### src/rtl/ctrl_pipe_unit_pkg.sv
// Shared types for the ID-stage control pipeline: opcode classes, instruction
// classes, branch funct3 codes, the ID->EX control bundle and controller state.
package ctrl_pipe_unit_pkg;

    typedef logic [6:0] instruction_format_type;

    localparam instruction_format_type OPC_LOAD    = 7'b0000011;
    localparam instruction_format_type OPC_LOAD_FP = 7'b0000111;
    localparam instruction_format_type OPC_LUI     = 7'b0110111;
    localparam instruction_format_type OPC_AUIPC   = 7'b0010111;

    typedef enum logic [2:0] {
        OPT_R = 3'd0,
        OPT_I = 3'd1,
        OPT_S = 3'd2,
        OPT_B = 3'd3,
        OPT_U = 3'd4,
        OPT_J = 3'd5
    } instruction_op_type;

    localparam logic [2:0] BEQ  = 3'b000;
    localparam logic [2:0] BNE  = 3'b001;
    localparam logic [2:0] BLT  = 3'b100;
    localparam logic [2:0] BGE  = 3'b101;
    localparam logic [2:0] BLTU = 3'b110;
    localparam logic [2:0] BGEU = 3'b111;

    typedef struct packed {
        logic       mem_write;
        logic       mem2reg;
        logic       reg_write;
        logic       alu_src;
        logic       auipc;
        logic       is_compressed;
        logic [2:0] load_size;
        logic [2:0] store_size;
        logic [4:0] rd;
    } ctrl_bundle_t;

    typedef enum logic [1:0] {
        RUN    = 2'd0,
        STALL  = 2'd1,
        SQUASH = 2'd2
    } ctrl_state_t;

    // Classes are matched on bits [6:2] so compressed encodings, whose low
    // bits differ, still fall into the same opcode class.
    function automatic logic opc_match(input instruction_format_type opc,
                                       input instruction_format_type cls);
        return opc[6:2] == cls[6:2];
    endfunction

endpackage

### src/rtl/ctrl_pipe_unit_branch_compare.sv
// Combinational branch-condition evaluator: equality, signed and unsigned
// less-than selected by the B-type funct3.
module branch_compare
    import ctrl_pipe_unit_pkg::*;
#(
    parameter int XLEN = 32
) (
    input  logic [2:0]      funct3_i,
    input  logic [XLEN-1:0] op_a_i,
    input  logic [XLEN-1:0] op_b_i,
    output logic            taken_o
);

    logic eq;
    logic lt_s;
    logic lt_u;

    assign eq   = (op_a_i == op_b_i);
    assign lt_s = ($signed(op_a_i) < $signed(op_b_i));
    assign lt_u = ($unsigned(op_a_i) < $unsigned(op_b_i));

    always_comb begin
        taken_o = 1'b0;
        case (funct3_i)
            BEQ:     taken_o = eq;
            BNE:     taken_o = !eq;
            BLT:     taken_o = lt_s;
            BGE:     taken_o = !lt_s;
            BLTU:    taken_o = lt_u;
            BGEU:    taken_o = !lt_u;
            default: taken_o = 1'b0;
        endcase
    end

endmodule

### src/rtl/ctrl_pipe_unit.sv
// ID-stage decode/control with in-ID branch resolution, load-use hazard
// stalling, wrong-path squashing and a registered, back-pressurable ID->EX stage.
module ctrl_pipe_unit
    import ctrl_pipe_unit_pkg::*;
#(
    parameter int XLEN         = 32,
    parameter int FLUSH_CYCLES = 1,
    parameter int CNT_W        = 16
) (
    input  logic                   clk,
    input  logic                   rst_n,
    input  logic                   id_valid,
    input  instruction_format_type opcode,
    input  instruction_op_type     optype,
    input  logic [2:0]             funct3,
    input  logic [4:0]             rd,
    input  logic [4:0]             rs1,
    input  logic [4:0]             rs2,
    input  logic [XLEN-1:0]        rs1_data,
    input  logic [XLEN-1:0]        rs2_data,
    input  logic                   ex_ready,
    output logic                   id_stall,
    output logic                   ex_valid,
    output ctrl_bundle_t           ex_ctrl,
    output logic                   redirect,
    output logic [CNT_W-1:0]       stall_count,
    output logic [CNT_W-1:0]       flush_count
);

    localparam logic [2:0] SQUASH_INIT = 3'(FLUSH_CYCLES);

    // Handshake: the ID instruction is consumed on a rising edge where
    // ex_ready=1 and id_stall=0; ex_ready=0 freezes both ID and the EX register.

    ctrl_state_t      state_q, state_d;
    logic [2:0]       squash_q, squash_d;
    logic             ex_valid_q, ex_valid_d;
    ctrl_bundle_t     ex_ctrl_q, ex_ctrl_d;
    logic             redirect_q, redirect_d;
    logic [CNT_W-1:0] stall_q, stall_d;
    logic [CNT_W-1:0] flush_q, flush_d;
    logic             stall_inc, flush_inc;

    ctrl_bundle_t dec;
    logic         is_load, is_lui, is_auipc;
    logic         use_rs1, use_rs2, hazard;
    logic         br_taken, taken;

    branch_compare #(.XLEN(XLEN)) u_branch_compare (
        .funct3_i (funct3),
        .op_a_i   (rs1_data),
        .op_b_i   (rs2_data),
        .taken_o  (br_taken)
    );

    assign is_load  = opc_match(opcode, OPC_LOAD) || opc_match(opcode, OPC_LOAD_FP);
    assign is_lui   = opc_match(opcode, OPC_LUI);
    assign is_auipc = opc_match(opcode, OPC_AUIPC);

    always_comb begin
        dec = '0;
        if (id_valid) begin
            dec.is_compressed = (opcode[1:0] != 2'b11);
            dec.rd            = rd;
            case (optype)
                OPT_R: dec.reg_write = 1'b1;
                OPT_I: begin
                    dec.reg_write = 1'b1;
                    dec.alu_src   = 1'b1;
                    if (is_load) begin
                        dec.mem2reg   = 1'b1;
                        dec.load_size = funct3;
                    end
                end
                OPT_S: begin
                    dec.alu_src    = 1'b1;
                    dec.mem_write  = 1'b1;
                    dec.store_size = funct3;
                end
                OPT_U: begin
                    dec.reg_write = is_lui || is_auipc;
                    dec.alu_src   = is_lui || is_auipc;
                    dec.auipc     = is_auipc;
                end
                OPT_J:   dec.reg_write = 1'b1;
                default: dec = dec;
            endcase
        end
    end

    assign use_rs1 = (optype == OPT_R) || (optype == OPT_I) || (optype == OPT_S) || (optype == OPT_B);
    assign use_rs2 = (optype == OPT_R) || (optype == OPT_S) || (optype == OPT_B);
    assign hazard  = id_valid && ex_valid_q && ex_ctrl_q.mem2reg && (ex_ctrl_q.rd != 5'd0) &&
                     ((use_rs1 && (rs1 == ex_ctrl_q.rd)) || (use_rs2 && (rs2 == ex_ctrl_q.rd)));
    assign taken   = id_valid && (((optype == OPT_B) && br_taken) || (optype == OPT_J));

    // STALL only marks the bubble cycle; it re-evaluates exactly like RUN.
    always_comb begin
        state_d    = state_q;
        squash_d   = squash_q;
        ex_valid_d = ex_valid_q;
        ex_ctrl_d  = ex_ctrl_q;
        redirect_d = 1'b0;
        stall_inc  = 1'b0;
        flush_inc  = 1'b0;
        id_stall   = 1'b0;
        if (!ex_ready) begin
            id_stall = 1'b1;
        end else if (state_q == SQUASH) begin
            ex_valid_d = 1'b0;
            ex_ctrl_d  = '0;
            if (id_valid) begin
                flush_inc = 1'b1;
                squash_d  = squash_q - 3'd1;
                if (squash_q == 3'd1) state_d = RUN;
            end
        end else if (hazard) begin
            id_stall   = 1'b1;
            ex_valid_d = 1'b0;
            ex_ctrl_d  = '0;
            stall_inc  = 1'b1;
            state_d    = STALL;
        end else begin
            ex_valid_d = id_valid;
            ex_ctrl_d  = dec;
            state_d    = RUN;
            if (taken) begin
                redirect_d = 1'b1;
                if (FLUSH_CYCLES > 0) begin
                    squash_d = SQUASH_INIT;
                    state_d  = SQUASH;
                end
            end
        end
    end

    assign stall_d = (stall_inc && (stall_q != '1)) ? stall_q + CNT_W'(1) : stall_q;
    assign flush_d = (flush_inc && (flush_q != '1)) ? flush_q + CNT_W'(1) : flush_q;

    always_ff @(posedge clk or negedge rst_n) begin
        if (!rst_n) begin
            state_q    <= RUN;
            squash_q   <= 3'd0;
            ex_valid_q <= 1'b0;
            ex_ctrl_q  <= '0;
            redirect_q <= 1'b0;
            stall_q    <= '0;
            flush_q    <= '0;
        end else begin
            state_q    <= state_d;
            squash_q   <= squash_d;
            ex_valid_q <= ex_valid_d;
            ex_ctrl_q  <= ex_ctrl_d;
            redirect_q <= redirect_d;
            stall_q    <= stall_d;
            flush_q    <= flush_d;
        end
    end

    assign ex_valid    = ex_valid_q;
    assign ex_ctrl     = ex_ctrl_q;
    assign redirect    = redirect_q;
    assign stall_count = stall_q;
    assign flush_count = flush_q;

endmodule

### config.mk
export PLATFORM = sky130hd
export DESIGN_NAME = ctrl_pipe_unit
export DESIGN_NICKNAME = d
export VERILOG_FILES = /design/src/rtl/ctrl_pipe_unit_pkg.sv /design/src/rtl/ctrl_pipe_unit_branch_compare.sv /design/src/rtl/ctrl_pipe_unit.sv
export SDC_FILE = /design/constraint.sdc
export NUM_CORES = 1
export LEC_CHECK = 0
export CORE_MARGIN = 5
export CORE_UTILIZATION = 30
export DETAILED_ROUTE_END_ITERATION = 12
export PLACE_DENSITY = 0.66
export SLEW_MARGIN = 20
export SYNTH_ARGS = -nofsm -noshare
export SYNTH_HDL_FRONTEND = slang
export SYNTH_SLANG_ARGS = --single-unit
### constraint.sdc
create_clock -name clk -period 5.1 [get_ports clk]
set_input_delay 0.765 -clock clk [delete_from_list [all_inputs] [get_ports clk]]
set_output_delay 0.765 -clock clk [all_outputs]
set_load 0.01 [all_outputs]
==> impl_metrics.env, run 1 <==
export IMPL_cts_max_level=2
export IMPL_r2r_slack_ns=2.61
export IMPL_r2r_end="squash_q[1]"
export IMPL_finalHoldViolations=0
export IMPL_async_flop_share_pct=100
export IMPL_maxSlewHeadroom_pct=51.4
export IMPL_peakVddDrop_mv=0.158
export IMPL_status="complete, no violations"
export IMPL_gr_total_overflow=0
export IMPL_cts_tree="built"
export IMPL_min_from="ex_ctrl[13]"
export IMPL_period_needed_ns=3.54
export IMPL_vias=3153
export IMPL_cts_hold_fix_buffers=0
export IMPL_fin_setup_tns_ns=0
export IMPL_post_cts_buffers=0
export IMPL_whs_ns=0.487
export IMPL_synth_top_flop_cell="dfrtp_1"
export IMPL_die_area_mm2=0.0140
export IMPL_clkTransAtPathRegs_ns=0.07
export IMPL_rsz0062_at_grt="false"
export IMPL_yosys_warnings=0
export IMPL_reg2reg_from="ex_ctrl[3]"
export IMPL_power_leakage_nw=2.48
export IMPL_syn_inst=366
export IMPL_n_antenna_cell=0
export IMPL_arrival_ns=2.77
export IMPL_period_share_pct=69.4
export IMPL_fmax_mhz=283
export IMPL_initial_utilization_pct=30.8
export IMPL_grt_max_degree=57
export IMPL_clock_latency_ns=0.28
export IMPL_ctsResizeCount=0
export IMPL_drive_gt1_share_pct=3.67
export IMPL_worstMarginPinSlew_ns=0.728
export IMPL_ys_seq_area_share_pct=39.7
export IMPL_synth_fp_nets=498
export IMPL_powerDensity_mw_per_mm2=201
export IMPL_wl_per_cell_um=14.6
export IMPL_grt_pass1_vias=3366
export IMPL_required_ns=4.34
export IMPL_skew_ns=0.00328
export IMPL_chipWidth_um=118
export IMPL_clockBufferDepth=2
export IMPL_grt_first_pass_wirelength_mm=15.9
export IMPL_endpoint_kind="output port"
export IMPL_critPathLaunchType="input pin"
export IMPL_cpMostUsedCell="clkdlybuf4s50_1"
export IMPL_hold_class="register to register"
export IMPL_hpwl_mm=7.87
export IMPL_dr_pass1_iters=4
export IMPL_syn_avg_cell_area_um2=9.64
export IMPL_synth_edf_count=0
export IMPL_rows=39
export IMPL_core_area_mm2=0.0115
export IMPL_ys_types=46
export IMPL_route_detailed_drc=0
export IMPL_drtIter0Drc=90
export IMPL_slowest_delay_ns=0.55
export IMPL_crit_type="input pin to output port"
export IMPL_maxCapViolCount=0
export IMPL_ios=148
export IMPL_place_congestion=0.781
export IMPL_hold_path_depth=1
export IMPL_rr_worst_depth=8
export IMPL_synth_seq_cells=56
export IMPL_port_buffers=147
export IMPL_path_max_fanout=5
export IMPL_die_h_um=118
export IMPL_cts_buffers=5
export IMPL_syn_to_final_growth_pct=50.3
export IMPL_setup_viol=0
export IMPL_antenna_found_initial=0
export IMPL_grt_usage_pct=13.4
export IMPL_crit_slowest_cell="clkdlybuf4s50_1"
export IMPL_via_per_inst=4.77
export IMPL_nNetsFinal=650
export IMPL_antenna_left=0
export IMPL_syn_area_mm2=0.00353
export IMPL_cts_root_buf="clkbuf_16"
export IMPL_whs_endpoint="ex_ctrl[13]"
export IMPL_crit_chain="clkdlybuf4s50_1 > inv_1 > nor2_1 > o32ai_1 > nand3_1 > nand2_1 > clkdlybuf4s50_1"
export IMPL_slew_viol_final=0
export IMPL_wl_mm=9.64
export IMPL_cts_sinks=56
## worst max path at each step
stage / endpoint / slack, ns / cells past startpoint / start
final: id_stall / 1.56 / 7 / optype[0]
after global routing: id_stall / 1.41 / 7 / optype[0]
after CTS: id_stall / 1.52 / 7 / optype[0]
after detailed placement: squash_q[1] / 1.35 / 11 / rs2_data[31]
after global placement: squash_q[1] / 1.43 / 11 / rs2_data[31]
after floorplan: squash_q[1] / 2.03 / 10 / rs2_data[31]
## synthesized netlist by cell type (2+ instances only)
cell type / number / area share (%)
dfrtp_1: 56 / 40
inv_1: 42 / 4.5
ha_1: 36 / 13
nand2_1: 32 / 3.4
xnor2_1: 26 / 6.5
nor2_1: 21 / 2.2
a21oi_1: 15 / 2.1
nand3_1: 15 / 2.1
xor2_1: 15 / 3.7
nand4_1: 13 / 2.3
o21ai_0: 13 / 1.8
a22o_1: 12 / 3.0
and3_1: 7 / 1.2
nor3_1: 7 / 0.99
and2_1: 5 / 0.89
nor2b_1: 5 / 0.89
a21o_1: 4 / 0.85
and4_1: 4 / 0.99
o2bb2ai_1: 4 / 0.99
clkbuf_1: 3 / 0.32
a211oi_1: 2 / 0.43
a31oi_1: 2 / 0.35
mux2_2: 2 / 0.64
nand2b_1: 2 / 0.35
o31a_1: 2 / 0.50
## metrics by stage
stage / util, % / area (µm²) / setup WS [ns] / total power [mW] / cells
after floorplan: - / 3530 / 2.03 / 0.605 / 366
after global placement: 45.1 / 5170 / 1.43 / 0.745 / 654
after detailed placement: 45.1 / 5170 / 1.35 / 0.752 / 654
after CTS: 46.3 / 5300 / 1.52 / 1.08 / 661
after global routing: 46.3 / 5300 / 1.41 / 1.13 / 661
final: 46.3 / 5300 / 1.56 / 1.06 / 661
## worst max-delay path, delay by kind of cell
family / cells / cell delay [ns]
buffers and inverters: 3 / 1.25
AOI/OAI and AO/OA: 1 / 0.42
and+or+nand+nor: 3 / 0.34
## metal layers
layer | global-route usage (%) | share of wire [%] | up-vias
met5 | 0 | 0 | -
met4 | 2.69 | 1.1 | 0
met3 | 2.67 | 4.2 | 9
met2 | 24.0 | 51 | 82
met1 | 16.7 | 44 | 1488
li1 | - | - | 1574
## state kept, by name, indices dropped and copies added (netlist names)
signal / flops
ex_ctrl: 17
ex_valid: 1
flush_count: 16
redirect: 1
squash_q: 3
stall_count: 16
state_q: 2
## cell type report
| cell class | count | area [µm²] |
|---|---|---|
| Multi-Input combinational cell | 264 | 1950 |
| Clock buffer | 6 | 129 |
| Timing Repair Buffer | 148 | 1470 |
| Clock inverter | 1 | 5.00 |
| Inverter | 43 | 161 |
| Fill cell | 1087 | 6160 |
| Tap cell | 143 | 179 |
| Sequential cell | 56 | 1400 |
## power breakdown
part           internal (mW)  switching (mW)
Combinational          0.149           0.105
Sequential             0.466          0.0225
Clock                  0.179           0.144
## placed cells by master, fill, tap and decap left out, drive strengths merged, types with 2 or more instances in the layout
cell,synthesis,layout
inv,42,42
mux2,3,3
o2bb2ai,4,4
clkdlybuf4s50,0,146
ha,36,36
and2,5,5
a21oi,15,15
buf,0,2
a21o,4,4
nor2b,5,5
clkbuf,3,6
o21ai,13,13
nand4,14,14
dfrtp,56,56
and3,7,7
a31oi,2,2
a211oi,2,2
o31a,2,2
and4,4,4
xnor2,27,27
nand3,15,15
a22o,12,12
nor3,7,7
nand2,32,32
nor2,22,22
clkinv,1,2
xor2,15,15
nand2b,2,2
## cells by family after synthesis
kind of cell / after synthesis / synth area share, %
AO/OA/AOI/OAI: 62 / 12.2
XOR/XNOR: 42 / 10.6
adder cells (fa/ha/maj): 36 / 12.8
buffers and inverters: 46 / 4.89
flip-flops: 56 / 39.7
multiplexers: 4 / 1.24
AND/OR/NAND/NOR: 120 / 18.5
(Power assumes the default switching activity.)
==> run 2, diff against run 1 <==
Clock period 5.1 ns to 3.31 ns, I/O delays scaled along.
==> run 2 against run 1 <==
Against the previous run:
- design area grew 1.6%
- worst setup slack worse by 1.3 ns
- flip-flop and latch count unchanged
- wire length stayed put
- via count grew 1.0%
- clock power grew 82%
- count of clock-buffer cells in the layout unchanged
- clock skew up 0.0046 ns
- total power is 63% higher
==> impl_metrics.env, run 2 (synthesized netlist as in run 1, its figures left out) <==
export IMPL_critPathLaunchType="input pin"
export IMPL_die_area_mm2=0.0140
export IMPL_gr_total_overflow=0
export IMPL_dr_pass1_iters=4
export IMPL_met2_length_mm=4.98
export IMPL_finalPower_mw=1.74
export IMPL_wl_met3_um=385
export IMPL_period_share_pct=92.0
export IMPL_reg2reg_from="ex_ctrl[0]"
export IMPL_r2r_slack_ns=0.86
export IMPL_nNetsFinal=657
export IMPL_required_ns=3.48
export IMPL_post_cts_buffers=0
export IMPL_rows=39
export IMPL_hold_class="input pin to asynchronous set/reset pin"
export IMPL_maxCapViolCount=0
export IMPL_chipWidth_um=118
export IMPL_via_per_inst=4.76
export IMPL_final_cell_mix="146 x clkdlybuf4s50_1, 56 x dfrtp_1, 42 x inv_1, 36 x ha_1, 32 x nand2_1"
export IMPL_layout_commonest_cell="clkdlybuf4s50_1"
export IMPL_path_max_fanout=3
export IMPL_skew_ns=0.00784
export IMPL_place_congestion=0.808
export IMPL_highest_layer="met4"
export IMPL_clock_latency_ns=0.29
export IMPL_finalHoldViolations=0
export IMPL_largest_register_ff_count=17
export IMPL_grt_usage_pct=13.4
export IMPL_setup_viol=0
export IMPL_power_leakage_nw=2.53
export IMPL_fin_setup_tns_ns=0
export IMPL_maxSlewHeadroom_pct=63.0
export IMPL_cts_buffers=5
export IMPL_ctsResizeCount=0
export IMPL_syn_to_final_growth_pct=52.7
export IMPL_worstMarginPinSlew_ns=0.555
export IMPL_grt_first_pass_wirelength_mm=15.9
export IMPL_route_detailed_drc=0
export IMPL_vias=3186
export IMPL_antenna_found_initial=0
export IMPL_cts_sinks=56
export IMPL_hpwl_mm=8.02
export IMPL_cts_root_buf="clkbuf_16"
export IMPL_cts_hold_fix_buffers=0
export IMPL_met1Wirelength_mm=4.17
export IMPL_drtIter0Drc=122
export IMPL_clkTransAtPathRegs_ns=0.07
export IMPL_die_h_um=118
export IMPL_cts_tree="built"
export IMPL_n_antenna_cell=0
export IMPL_rsz0062_at_grt="false"
export IMPL_peakVddDrop_mv=0.285
export IMPL_slew_viol_final=0
export IMPL_wl_mm=9.64
export IMPL_period_needed_ns=3.05
export IMPL_crit_slowest_cell="or4_4"
export IMPL_port_buffers=147
export IMPL_slowest_delay_ns=0.52
export IMPL_fillers=1078
export IMPL_crit_type="input pin to register"
export IMPL_grt_pass1_vias=3264
export IMPL_clockBufferDepth=2
export IMPL_arrival_ns=3.21
export IMPL_fmax_mhz=328
export IMPL_drive_gt1_share_pct=5.13
export IMPL_initial_utilization_pct=30.8
export IMPL_rr_worst_depth=8
export IMPL_crit_chain="clkdlybuf4s50_1 > inv_1 > ha_1 > nand4_1 > or4_4 > nand3b_4 > xnor2_2 > o311ai_1 > o2111a_2 > nor2_4 > mux2_1"
export IMPL_antenna_left=0
export IMPL_status="complete, no violations"
export IMPL_r2r_end="stall_count[6]"
export IMPL_ios=148
export IMPL_cts_max_level=2
export IMPL_endpoint_kind="register"
export IMPL_powerDensity_mw_per_mm2=322
export IMPL_wl_per_cell_um=14.4
export IMPL_grt_max_degree=33
export IMPL_core_area_mm2=0.0115
run 2: cell count changes in the layout (fill, tap and decap cells not counted), sizes merged:
cell | previous run | this run
buf | 2 | 9
bufinv | 0 | 1
run 2: power by group:
group	internal [mW]	leakage [nW]	switching (mW)
sequential	0.717	0.761	0.0351
clock	0.356	0.0808	0.230
combinational	0.236	1.69	0.161
total	1.31	2.53	0.426
run 2: critical path, delay by kind of cell:
| kind | cells | cell delay [ns] |
|---|---|---|
| and+or+nand+nor | 4 | 0.90 |
| adders and majority gates | 1 | 0.30 |
| buffers and inverters | 2 | 0.50 |
| muxes | 1 | 0.31 |
| AOI/OAI and AO/OA | 2 | 0.57 |
| xor gates and xnor gates | 1 | 0.13 |
run 2: how the worst max path moves through the flow:
stage,startpoint,end,cells after the start
2_1_floorplan,rs2_data[31],squash_q[1],10
3_3_place_gp,rs2_data[27],state_q[1],12
3_5_place_dp,rs2_data[23],squash_q[1],11
4_1_cts,rs2_data[30],squash_q[1],11
5_1_grt,optype[0],id_stall,7
6_report,rs2_data[23],squash_q[1],11
run 2: final cells by class:
type,instances,area (µm²),share of cell area (%)
clock buffers,6,129,2.39
multi-input cells,264,1950,36.3
well taps,143,179,3.32
inverters,43,161,3.00
clock inverters,2,35.0,0.650
flip-flops and latches,56,1400,26.0
repair buffers,155,1530,28.3
run 2: stage by stage:
step           cells  util [%]  setup slack, ns  hold WS, ns  instance area (µm²)
3_5_place_dp     661      45.5          -0.0683        0.475                 5220
3_3_place_gp     661      45.5          -0.0153        0.459                 5220
4_1_cts          669      47.0            0.252        0.208                 5390
2_1_floorplan    366         -            0.504        0.201                 3530
6_report         669      47.0            0.264        0.198                 5390
5_1_grt          669      47.0           0.0944        0.247                 5390
run 2: metal layers:
layer  track usage [%]  vias up
met2              23.7       78
met1              17.2     1509
met3              2.53        6
met5                 0        -
met4              2.76        0
li1                  -     1593
==> run 3, diff against run 2 <==
Settings changed: CTS_CLUSTER_SIZE set to 16.
==> results of run 3 <==
No change in the layout: final DEF, timing and power equal those of run 2.
